**config.mk**
```make
export PLATFORM = sky130hd
export DESIGN_NAME = fighter_player_flat
export DESIGN_NICKNAME = d
export VERILOG_FILES = /design/src/rtl/fighter_pkg.sv /design/src/rtl/fighter_player_if.sv /design/src/rtl/fighter_hit_resolver.sv /design/src/rtl/fighter_player.sv /design/src/flat_wrapper.sv
export SDC_FILE = /design/constraint.sdc
export NUM_CORES = 1
export LEC_CHECK = 0
export BUFFER_PORTS_ARGS = -buffer_cell sky130_fd_sc_hd__buf_2
export CAP_MARGIN = 20
export CORE_MARGIN = 3
export CORE_UTILIZATION = 30
export DETAILED_ROUTE_END_ITERATION = 16
export MAX_ROUTING_LAYER = met4
export SLEW_MARGIN = 10
export SYNTH_ARGS = -nofsm -noshare
export SYNTH_HDL_FRONTEND = slang
export SYNTH_SLANG_ARGS = --single-unit
```
**constraint.sdc**
```tcl
create_clock -name clk -period 3 [get_ports clk]
set_input_delay 0.45 -clock clk [delete_from_list [all_inputs] [get_ports clk]]
set_output_delay 0.45 -clock clk [all_outputs]
set_load 0.03 [all_outputs]
```
**src/rtl/fighter_pkg.sv**
```systemverilog
// Shared action encodings, FSM states and helpers for the fighter engine.
package fighter_pkg;

  localparam int ACT_W = 6;
  localparam int CNT_W = 4;

  localparam logic [ACT_W-1:0] ACT_PUNCH      = 6'b000001;
  localparam logic [ACT_W-1:0] ACT_KICK       = 6'b000010;
  localparam logic [ACT_W-1:0] ACT_JUMP       = 6'b000100;
  localparam logic [ACT_W-1:0] ACT_WAIT       = 6'b001000;
  localparam logic [ACT_W-1:0] ACT_MOVE_LEFT  = 6'b010000;
  localparam logic [ACT_W-1:0] ACT_MOVE_RIGHT = 6'b100000;

  typedef enum logic [1:0] {
    ST_IDLE = 2'd0,
    ST_AIR  = 2'd1,
    ST_STUN = 2'd2,
    ST_KO   = 2'd3
  } state_t;

  function automatic logic onehot_valid(input logic [ACT_W-1:0] a);
    return (a != '0) && ((a & (a - 1'b1)) == '0);
  endfunction

endpackage

```
**src/rtl/fighter_player_if.sv**
```systemverilog
// Per-player bundle: own/opponent inputs and the state published to the opponent and display.
interface fighter_player_if #(
  parameter int LOC_W = 3,
  parameter int HP_W  = 3
);
  logic [5:0]       act_in;
  logic [5:0]       opp_act_in;
  logic [LOC_W-1:0] opp_loc;
  logic             opp_airborne;
  logic [LOC_W-1:0] loc_out;
  logic [HP_W-1:0]  health_out;
  logic [1:0]       state_out;
  logic             airborne_out;
  logic             hit_out;
  logic             ko_out;

  modport master (
    output act_in, opp_act_in, opp_loc, opp_airborne,
    input  loc_out, health_out, state_out, airborne_out, hit_out, ko_out
  );

  modport slave (
    input  act_in, opp_act_in, opp_loc, opp_airborne,
    output loc_out, health_out, state_out, airborne_out, hit_out, ko_out
  );
endinterface

```
**src/rtl/fighter_hit_resolver.sv**
```systemverilog
// Combinational resolution of the opponent's attack against own action and gap.
// FIGHTER_GUARD_EN: own WAIT in IDLE soaks one point of incoming damage.
module fighter_hit_resolver
  import fighter_pkg::*;
#(
  parameter int LOC_W       = 3,
  parameter int HP_W        = 3,
  parameter int PUNCH_RANGE = 1,
  parameter int PUNCH_DMG   = 2,
  parameter int KICK_RANGE  = 2,
  parameter int KICK_DMG    = 1
) (
  input  logic [ACT_W-1:0] own_act,
  input  logic [ACT_W-1:0] opp_act,
  input  logic [LOC_W-1:0] gap,
  input  state_t           own_state,
  input  logic             opp_airborne,
  output logic [HP_W-1:0]  dmg,
  output logic             push,
  output logic             struck
);

  logic in_punch, in_kick, exposed;

  assign in_punch = gap <= LOC_W'(PUNCH_RANGE);
  assign in_kick  = gap <= LOC_W'(KICK_RANGE);
  // AIR is immune and KO is frozen; an airborne opponent cannot attack
  assign exposed  = (own_state == ST_IDLE || own_state == ST_STUN) && !opp_airborne;

  always_comb begin
    dmg    = '0;
    push   = 1'b0;
    struck = 1'b0;
    if (exposed) begin
      if (opp_act == ACT_PUNCH && in_punch) begin
        if (own_act == ACT_PUNCH) begin
          push = 1'b1;
        end else begin
          struck = 1'b1;
          dmg    = HP_W'(PUNCH_DMG);
        end
      end else if (opp_act == ACT_KICK && in_kick) begin
        if (!(own_act == ACT_PUNCH && in_punch)) begin
          if (own_act == ACT_KICK) begin
            push = 1'b1;
          end else begin
            struck = 1'b1;
            dmg    = HP_W'(KICK_DMG);
          end
        end
      end
    end
`ifdef FIGHTER_GUARD_EN
    if (struck && own_act == ACT_WAIT && dmg != '0) begin
      dmg = dmg - 1'b1;
    end
`else
`endif
  end

endmodule

```
**src/rtl/fighter_player.sv**
```systemverilog
// Per-player fighter engine: location, health, healing and IDLE/AIR/STUN/KO FSM.
// Optional FIGHTER_GUARD_EN lets WAIT reduce incoming damage; all effects land one edge after sampling.
module fighter_player
  import fighter_pkg::*;
#(
  parameter int SIDE        = 1,
  parameter int ARENA_W     = 8,
  parameter int LOC_W       = 3,
  parameter int HEALTH_MAX  = 7,
  parameter int HP_W        = 3,
  parameter int START_LOC   = 5,
  parameter int HEAL_WAIT   = 2,
  parameter int JUMP_CYC    = 2,
  parameter int STUN_CYC    = 1,
  parameter int PUNCH_RANGE = 1,
  parameter int PUNCH_DMG   = 2,
  parameter int KICK_RANGE  = 2,
  parameter int KICK_DMG    = 1
) (
  input logic              clk,
  input logic              rst,
  fighter_player_if.slave  bus
);

  localparam logic [LOC_W-1:0] LOC_MAX   = LOC_W'(ARENA_W - 1);
  localparam logic [LOC_W-1:0] LOC_START = LOC_W'(START_LOC);
  localparam logic [HP_W-1:0]  HP_FULL   = HP_W'(HEALTH_MAX);
  localparam logic [CNT_W-1:0] HEAL_LAST = CNT_W'(HEAL_WAIT - 1);
  localparam logic [CNT_W-1:0] AIR_LAST  = CNT_W'(JUMP_CYC - 1);
  localparam logic [CNT_W-1:0] STUN_LAST = CNT_W'(STUN_CYC - 1);

  state_t            state_q, state_n;
  logic [LOC_W-1:0]  loc_q, loc_n;
  logic [HP_W-1:0]   health_q, health_n;
  logic [CNT_W-1:0]  heal_q, heal_n, air_q, air_n, stun_q, stun_n;
  logic              hit_q, hit_n;

  logic [LOC_W-1:0]  gap;
  logic [ACT_W-1:0]  own_eff;
  logic [HP_W-1:0]   dmg, hp_after;
  logic              push, struck;

  assign gap      = (loc_q > bus.opp_loc) ? loc_q - bus.opp_loc : bus.opp_loc - loc_q;
  // Own actions only count in IDLE; anything not one-hot degrades to a no-op
  assign own_eff  = (state_q == ST_IDLE && onehot_valid(bus.act_in)) ? bus.act_in : '0;
  assign hp_after = (health_q > dmg) ? health_q - dmg : '0;

  fighter_hit_resolver #(
    .LOC_W(LOC_W), .HP_W(HP_W),
    .PUNCH_RANGE(PUNCH_RANGE), .PUNCH_DMG(PUNCH_DMG),
    .KICK_RANGE(KICK_RANGE), .KICK_DMG(KICK_DMG)
  ) u_resolver (
    .own_act(own_eff), .opp_act(bus.opp_act_in), .gap(gap), .own_state(state_q),
    .opp_airborne(bus.opp_airborne), .dmg(dmg), .push(push), .struck(struck)
  );

  always_ff @(posedge clk or posedge rst) begin
    if (rst) begin
      state_q  <= ST_IDLE;
      loc_q    <= LOC_START;
      health_q <= HP_FULL;
      heal_q   <= '0;
      air_q    <= '0;
      stun_q   <= '0;
      hit_q    <= 1'b0;
    end else begin
      state_q  <= state_n;
      loc_q    <= loc_n;
      health_q <= health_n;
      heal_q   <= heal_n;
      air_q    <= air_n;
      stun_q   <= stun_n;
      hit_q    <= hit_n;
    end
  end

  always_comb begin
    state_n  = state_q;
    loc_n    = loc_q;
    health_n = health_q;
    heal_n   = heal_q;
    air_n    = air_q;
    stun_n   = stun_q;
    hit_n    = 1'b0;
    if (state_q != ST_KO) begin
      if (struck) heal_n = '0;
      if (dmg != '0) begin
        // A landed hit beats any simultaneous own action, including JUMP
        health_n = hp_after;
        hit_n    = 1'b1;
        heal_n   = '0;
        stun_n   = '0;
        state_n  = (hp_after == '0) ? ST_KO : ST_STUN;
      end else if (push) begin
        heal_n = '0;
        if (SIDE == 1) begin
          if (loc_q != LOC_MAX) loc_n = loc_q + 1'b1;
        end else begin
          if (loc_q != '0) loc_n = loc_q - 1'b1;
        end
      end else begin
        unique case (state_q)
          ST_IDLE: begin
            if (own_eff != ACT_WAIT) heal_n = '0;
            unique case (own_eff)
              ACT_MOVE_RIGHT:
                if (loc_q != LOC_MAX && loc_q + 1'b1 != bus.opp_loc) loc_n = loc_q + 1'b1;
              ACT_MOVE_LEFT:
                if (loc_q != '0 && loc_q - 1'b1 != bus.opp_loc) loc_n = loc_q - 1'b1;
              ACT_JUMP: begin
                state_n = ST_AIR;
                air_n   = '0;
              end
              ACT_WAIT:
                if (!struck) begin
                  if (heal_q == HEAL_LAST) begin
                    heal_n = '0;
                    if (health_q != HP_FULL) health_n = health_q + 1'b1;
                  end else begin
                    heal_n = heal_q + 1'b1;
                  end
                end
              default: ;
            endcase
          end
          ST_AIR: begin
            if (air_q == AIR_LAST) begin
              state_n = ST_IDLE;
              air_n   = '0;
            end else begin
              air_n = air_q + 1'b1;
            end
          end
          ST_STUN: begin
            if (stun_q == STUN_LAST) begin
              state_n = ST_IDLE;
              stun_n  = '0;
            end else begin
              stun_n = stun_q + 1'b1;
            end
          end
          default: ;
        endcase
      end
    end
  end

  assign bus.loc_out      = loc_q;
  assign bus.health_out   = health_q;
  assign bus.state_out    = state_q;
  assign bus.airborne_out = (state_q == ST_AIR);
  assign bus.hit_out      = hit_q;
  assign bus.ko_out       = (state_q == ST_KO);

endmodule

```
**src/flat_wrapper.sv**
```systemverilog
// flat-port wrapper written by rule: the top's interface ports become plain ports
module fighter_player_flat import fighter_pkg::*;
#(
  parameter int SIDE        = 1,
  parameter int ARENA_W     = 8,
  parameter int LOC_W       = 3,
  parameter int HEALTH_MAX  = 7,
  parameter int HP_W        = 3,
  parameter int START_LOC   = 5,
  parameter int HEAL_WAIT   = 2,
  parameter int JUMP_CYC    = 2,
  parameter int STUN_CYC    = 1,
  parameter int PUNCH_RANGE = 1,
  parameter int PUNCH_DMG   = 2,
  parameter int KICK_RANGE  = 2,
  parameter int KICK_DMG    = 1
)
  (clk, rst, bus_act_in, bus_opp_act_in, bus_opp_loc, bus_opp_airborne, bus_loc_out, bus_health_out, bus_state_out, bus_airborne_out, bus_hit_out, bus_ko_out);
  fighter_player_if #(.LOC_W(LOC_W), .HP_W(HP_W)) bus_i ();
  input logic clk;
  input logic rst;
  input wire logic [$bits(bus_i.act_in)-1:0] bus_act_in;
  input wire logic [$bits(bus_i.opp_act_in)-1:0] bus_opp_act_in;
  input wire logic [$bits(bus_i.opp_loc)-1:0] bus_opp_loc;
  input wire logic [$bits(bus_i.opp_airborne)-1:0] bus_opp_airborne;
  output wire logic [$bits(bus_i.loc_out)-1:0] bus_loc_out;
  output wire logic [$bits(bus_i.health_out)-1:0] bus_health_out;
  output wire logic [$bits(bus_i.state_out)-1:0] bus_state_out;
  output wire logic [$bits(bus_i.airborne_out)-1:0] bus_airborne_out;
  output wire logic [$bits(bus_i.hit_out)-1:0] bus_hit_out;
  output wire logic [$bits(bus_i.ko_out)-1:0] bus_ko_out;
  assign bus_i.act_in = bus_act_in;
  assign bus_i.opp_act_in = bus_opp_act_in;
  assign bus_i.opp_loc = bus_opp_loc;
  assign bus_i.opp_airborne = bus_opp_airborne;
  assign bus_loc_out = bus_i.loc_out;
  assign bus_health_out = bus_i.health_out;
  assign bus_state_out = bus_i.state_out;
  assign bus_airborne_out = bus_i.airborne_out;
  assign bus_hit_out = bus_i.hit_out;
  assign bus_ko_out = bus_i.ko_out;
  fighter_player #(.SIDE(SIDE), .ARENA_W(ARENA_W), .LOC_W(LOC_W), .HEALTH_MAX(HEALTH_MAX), .HP_W(HP_W), .START_LOC(START_LOC), .HEAL_WAIT(HEAL_WAIT), .JUMP_CYC(JUMP_CYC), .STUN_CYC(STUN_CYC), .PUNCH_RANGE(PUNCH_RANGE), .PUNCH_DMG(PUNCH_DMG), .KICK_RANGE(KICK_RANGE), .KICK_DMG(KICK_DMG)) u_core (.clk(clk), .rst(rst), .bus(bus_i));
endmodule
```
# [Yosys cells after proc, flatten, opt, wreduce, memory -nomap -nowiden]
# Index checks and enable logic that the tools add are counted.
# W data, S select, Z words.
[word_totals] regBits=21
[op_classes] addsub=10 magnitude_cmp=4 eq_ne=28 mux=58 n_bitwise=3 reduce_logical=31
[ops] cell="$mux W4" count=14
[ops] cell="$mux W3" count=16
[ops] cell="$mux W1" count=18
[ops] cell="$reduce_and A7 Y1" count=2
[ops] cell="$reduce_bool A2 Y1" count=7
[ops] cell="$add A4 B1 Y4 const B" count=3
[ops] cell="$eq A6 B1 Y1 const B" count=2
[ops] cell="$eq A6 B2 Y1 const B" count=2
[ops] cell="$mux W2" count=6
[ops] cell="$ne A3 B1 Y1 const B" count=4
[ops] cell="$ne A2 B2 Y1 const B" count=5
[ops] cell="$ne A3 B3 Y1 const B" count=3
[ops] cell="$reduce_bool A3 Y1" count=3
[ops] cell="$sub A3 B3 Y3" count=3
[ops] cell="$eq A4 B1 Y1 const B" count=2
[ops] cell="$logic_and A1 B1 Y1" count=8
[ops] cell="$pmux W4 S2" count=1
[ops] cell="$add A3 B1 Y3 const B" count=2
[ops] cell="$and A6 B6 Y6" count=1
[ops] cell="$eq A6 B3 Y1 const B" count=1
[ops] cell="$eq A6 B4 Y1 const B" count=1
[ops] cell="$eq A6 B5 Y1 const B" count=1
[ops] cell="$eq A6 B6 Y1 const B" count=1
[ops] cell="$gt A3 B3 Y1" count=2
[ops] cell="other kinds (23)" count=26

# [Depth between registers and ports, before layout]
[depth] depth_word=19 mapped_depth=17 ltp_nobuf=17

# [Modules after synthesis]
# From an unflattened synthesis, not the netlist that was laid out.
[hier_totals] cells_unflattened=215 area_unflattened_um2=1958.1
[modules_own_cells] module="fighter_player" instances=1 cells_per_inst=193 area_per_inst_um2=1804.2 seq_area_each_um2=531.8
[modules_own_cells] module="fighter_hit_resolver" instances=1 cells_per_inst=22 area_per_inst_um2=153.9 seq_area_each_um2=0.0

# [Least setup slack after synthesis]
# Ideal clock, no wire load.
[synth_timing] kind="register to register" start="register u_core.loc_q[0] (netlist: u_core.bus.loc_out[0])" end="register u_core.state_q[0] (netlist: u_core.bus.state_out[0])" setup_time_ns=0.122 t_arrival_ns=3.241 required_time_ns=2.878 path_slack_ns=-0.362 path_stages_with_launch=15 cell_sequence="dfstp_2 > inv_1 > ha_1 > inv_1 > fa_1 > nor2_1 > nand4_1 > a21oi_4 > nor2_1 > ha_1 > fa_1 > xnor2_1 > a31oi_1 > a21oi_1 > o22a_1"
[synth_between] elab_chain_cells=13 word_cells_on_any_way=30 classes_between="add/sub (3); order compare (4); eq/ne (4); mux (12); reduce/logical (7)"
[synth_rtl] item="start: declaration" line="fighter_player.sv:33" rtl="logic [LOC_W-1:0] loc_q, loc_n;"
[synth_rtl] item="start signal: assignment" line="fighter_player.sv:68" rtl="loc_q <= loc_n;"
[synth_rtl] item="$sub A3 B3 Y3 or $gt A3 B3 Y1 (tied branches)" line="fighter_player.sv:43" rtl="assign gap = (loc_q > bus.opp_loc) ? loc_q - bus.opp_loc : bus.opp_loc - loc_q;"
[synth_rtl] item="$mux W3 (*)" line="fighter_player.sv:43"
[synth_rtl] item="$le A3 B1 Y1" line="fighter_hit_resolver.sv:25" rtl="assign in_punch = gap <= LOC_W'(PUNCH_RANGE);"
[synth_rtl] item="$logic_and A1 B1 Y1" line="fighter_hit_resolver.sv:43" rtl="if (!(own_act == ACT_PUNCH && in_punch)) begin"
[synth_rtl] item="$mux W1" line="fighter_hit_resolver.sv:43"
[synth_rtl] item="$mux W1" line="fighter_hit_resolver.sv:42" rtl="end else if (opp_act == ACT_KICK && in_kick) begin"
[synth_rtl] item="$mux W3" line="fighter_hit_resolver.sv:35" rtl="if (opp_act == ACT_PUNCH && in_punch) begin"
[synth_rtl] item="$mux W3" line="fighter_hit_resolver.sv:34" rtl="if (exposed) begin"
[synth_rtl] item="$sub A3 B3 Y3 or $gt A3 B3 Y1 (tied branches)" line="fighter_player.sv:46" rtl="assign hp_after = (health_q > dmg) ? health_q - dmg : '0;"
[synth_rtl] item="$mux W3" line="fighter_player.sv:46"
[synth_rtl] item="$logic_not A3 Y1" line="fighter_player.sv:93" rtl="state_n = (hp_after == '0) ? ST_KO : ST_STUN;"
[synth_rtl] item="$mux W1" line="fighter_player.sv:93"
[synth_rtl] item="$mux W2" line="fighter_player.sv:87" rtl="if (dmg != '0) begin"
[synth_rtl] item="end signal: assignment" line="fighter_player.sv:67" rtl="state_q <= state_n;"
[synth_rtl] item="end: declaration" line="fighter_player.sv:32" rtl="state_t state_q, state_n;"
# Mark *: on every way between the ends. The rest lies on a longest branch, timed or not.
# A chain may end at the register's enable or synchronous reset.

# [Final worst setup path]
# Ends and elaborated chain as after synthesis.

==> out/results.tsv <==
stage	metric	value	unit
final_layout	post_route_cells_drive_above_1_share	42.3	%
global_route	initial_antenna_violation_count	0	
cts	insertion_delay	0.27	ns
floorplan	row_count	30	
global_route	grt_max_degree	22	
final_layout	multi_input_comb_area	0.00169	mm^2
synthesis	synth_enable_flop_cells	0	
final_layout	seq_area	532	um^2
final_layout	layout.nets	378	
worst_setup_path	crit_required	3.17	ns
worst_setup_path	end_kind	flip-flop	
floorplan	die_width	90.3	um
synthesis	postSynthAreaPerCell	8.40	um^2
synthesis	netlist.top_cell.by_area	dfrtp_1	
floorplan	design.die.area	0.00816	mm^2
synthesis	synth.area.top_cells	dfrtp_1 19%, ha_1 13%, dfstp_2 6.2%	
synthesis	synth_ff_type	dfrtp_1	
synthesis	synth_largest_type_area_fraction	18.8	%
worst_setup_path	rrSetupSlack	-0.20	ns
routing	drt-vias-per-instance	4.94	
cts	clk_root_buf	clkbuf_8	
synthesis	yosysMostFrequentCell	nand2_1	
cts	clk_path_buf_depth	2	
sta	achievable-frequency	312	MHz
sta	drv_slew	0	
sta	slew-limit-headroom	44.3	%
cts	htreeDepth	1	
place	place_congestion	0.832	
worst_setup_path	worstSetupEndpoint	u_core.bus.state_out[0]	
floorplan	die_y	90.3	um
synthesis	synthArstFlopShare	100	%
routing	vias	2121	
sta	period_share	107	%
pwr	p_comb_share	69.9	%
pwr	leakagePower	1.33	nW
routing	antenna_violating_nets_post_route	0	
worst_setup_path	critPathLaunchType	flip-flop	
floorplan	initial_utilization	31.2	%
synthesis	synthesis.area	0.00213	mm^2
routing	wirelength	5820	um
floorplan	ios	29	
pwr	power.net_switching	1.06	mW
synthesis	syn_inst	254	
synthesis	synth.net_count	298	
cts	cts.reportedPaths.clkPinSlew	0.09	ns
floorplan	placeableCoreArea	0.00683	mm^2
final_layout	final_core_util	44.8	%
routing	dr.first_iter.drc_count	78	
outcome	violations_in_the_final_reports	setup timing	
final_layout	finish.instance_area	0.00306	mm^2
synthesis	synth.distinct_cells	58	
sta	finalClockSkew	0.00429	ns
pwr	swShare	45.7	%
worst_setup_path	reg2reg_depth	14	
pwr	power.share.sequential	21.3	%
cts	clock_tree_from_tritoncts	yes	
worst_setup_path	critical_path_peak_fanout	3	
sta	hold_violations	0	
synthesis	synth-seq-area-share	24.9	%
cts	clock-sinks	21	
place	place.detailed.hpwl	4230	um
outcome	run_status	finished, violations left	
synthesis	number_of_flip_flops_and_latches_in_the_synthesized_netlist	21	
sta	worst-slew-pin-transition	0.834	ns
global_route	global_route.usage.total	14.5	%
final_layout	antenna-diode-count	0	
sta	setup_violators_final	9	
place	dpl-instance-area	0.00269	mm^2
synthesis	ys.warnings.count	0	
global_route	grt_pass1_wl	9600	um
pwr	power.internal	1.26	mW
worst_setup_path	worst_setup_path_startpoint	u_core.bus.loc_out[0]	
global_route	first_global_vias	2104	
synthesis	synth.top_cells.by_count	24 x nand2_1, 23 x ha_1, 23 x inv_1	
sta	layout_setup_ws	-0.202	ns
worst_setup_path	worst_ep_arrival_time	3.37	ns
routing	route.detailed.drc	0	
global_route	globalRouteOverflowTotal	0	
worst_setup_path	criticalPathCategory	flip-flop to flip-flop	
routing	avgRoutedWirePerCell	13.6	um
sta	rsz0062_at_grt	true	
sta	finalWorstPathRequiredPeriod	3.20	ns
run	maxCapViolCount	0	
place	port-buffer-count	28	
routing	detailedRoute.firstPassIterationCount	4	
hold_path	holdCritPathClass	input pin to async pin	
pwr	power-per-cell-area	759	mW/mm^2
pwr	clkPwrFrac	8.8	%
pwr	max-vdd-ir-drop	291	uV
worst_setup_path	regToRegStartpoint	u_core.bus.loc_out[0]	
final_layout	flow.area_growth_from_synthesis	43.5	%
final_layout	filler_cell_count	706	
cts	cts_made_buffers	3	
worst_setup_path	regToRegEndpoint	u_core.bus.state_out[0]	
==> worst max-delay path: stages (launching register included) <==
cell       delay [ns]
dfstp_2          0.60
inv_4            0.05
ha_4             0.15
inv_2            0.05
fa_1             0.42
nor2b_4          0.15
a2bb2oi_2        0.16
o211ai_1         0.10
nand3b_1         0.21
nor2_2           0.11
ha_2             0.19
fa_2             0.45
a31oi_1          0.18
a21oi_1          0.09
o22a_1           0.19
==> cells in the final DEF (no fill, tap or decap), drive strengths merged, types with 2 or more instances in the layout <==
cell / Yosys / final
a21oi: 13 / 13
nand4: 3 / 3
buf: 4 / 82
nor4b: 2 / 2
fa: 3 / 3
nor3: 4 / 4
dfstp: 5 / 5
and4: 2 / 2
or2: 3 / 3
nor2: 18 / 18
ha: 23 / 23
a211oi: 3 / 3
or4: 2 / 2
o211ai: 2 / 2
inv: 23 / 23
o2bb2ai: 2 / 2
xor2: 5 / 5
o21bai: 6 / 6
o21ai: 22 / 22
xnor2: 5 / 5
nor2b: 4 / 4
o31ai: 4 / 4
nor4: 4 / 4
o22a: 2 / 2
nand3: 9 / 9
nor3b: 4 / 4
nand4b: 2 / 2
nand3b: 3 / 3
clkbuf: 3 / 3
o311ai: 2 / 2
and3: 2 / 2
nand2: 24 / 24
nand2b: 10 / 10
dfrtp: 16 / 16
a21o: 3 / 3
==> logic make-up (layout without fill, tap and decap cells) <==
kind of cell,count (synthesis),after routing,share of synthesized area [%]
flip-flops,21,21,24.9
AO/OA/AOI/OAI,67,67,22.2
AND/OR/NAND/NOR,99,99,25.9
adder cells (fa/ha/maj),26,26,16.3
multiplexers,1,1,0.469
XOR/XNOR,10,10,4.11
buffers and inverters,30,109,6.10
==> repair_timing <==
item                                    CTS  global route
hold buffers                              0             0
pin swaps                                19            14
endpoints found under the setup margin    4            18
resized for setup                        15            27
setup buffers                            10            10
gates cloned                              0             0
==> layer usage <==
metal | share of wire, % | track usage, % | up-vias
met2 | 48 | 23.1 | 38
met1 | 48 | 19.3 | 1006
met5 | 0 | - | -
met4 | 1.2 | 4.21 | 0
met3 | 2.8 | 1.83 | 6
li1 | - | - | 1071
==> worst min path at each step <==
| stage | startpoint | end | slack, ns | cells past startpoint |
|---|---|---|---|---|
| 4_1_cts | rst | u_core.bus.hit_out | 0.37 | 2 |
| 3_3_place_gp | u_core.air_q[2] | u_core.air_q[2] | 0.50 | 1 |
| 2_1_floorplan | rst | u_core.air_q[0] | 0.42 | 1 |
| 3_5_place_dp | u_core.air_q[2] | u_core.air_q[2] | 0.50 | 1 |
| 5_1_grt | rst | u_core.stun_q[3] | 0.41 | 2 |
| 6_report | rst | u_core.stun_q[3] | 0.33 | 2 |
==> per-stage QoR <==
step                power, mW  instances  setup TNS [ns]  setup slack [ns]  hold WS [ns]
global placement         1.86        407          -0.664            -0.208         0.495
finish                   2.32        429          -0.874            -0.202         0.331
floorplan                1.42        254          -0.361            -0.240         0.423
global route             2.54        429           -3.29            -0.395         0.413
detailed placement       1.89        407          -0.805            -0.303         0.498
CTS                      2.25        421          -0.542            -0.217         0.372
==> power groups by stage <==
stage	Clock (mW)	Combinational, mW	Sequential, mW
floorplan	0	0.859	0.563
global placement	0	1.37	0.490
detailed placement	0	1.40	0.491
CTS	0.211	1.55	0.489
global route	0.224	1.80	0.514
finish	0.204	1.62	0.496
==> state kept, by name (all words and copies together) (netlist names) <==
register               flops
u_core.bus.health_out      3
u_core.bus.loc_out         3
u_core.air_q               4
u_core.heal_q              4
u_core.bus.hit_out         1
u_core.bus.state_out       2
u_core.stun_q              4
==> area by class of cell <==
class | instances | share of cell area (%)
clock buffer | 3 | 1.35
multi-input combinational | 203 | 55.3
sequential | 21 | 17.4
tap | 96 | 3.92
timing repair buffer | 82 | 19.0
clock inverter | 1 | 0.164
inverter | 23 | 2.90
Power figures use the tool's default switching activity.
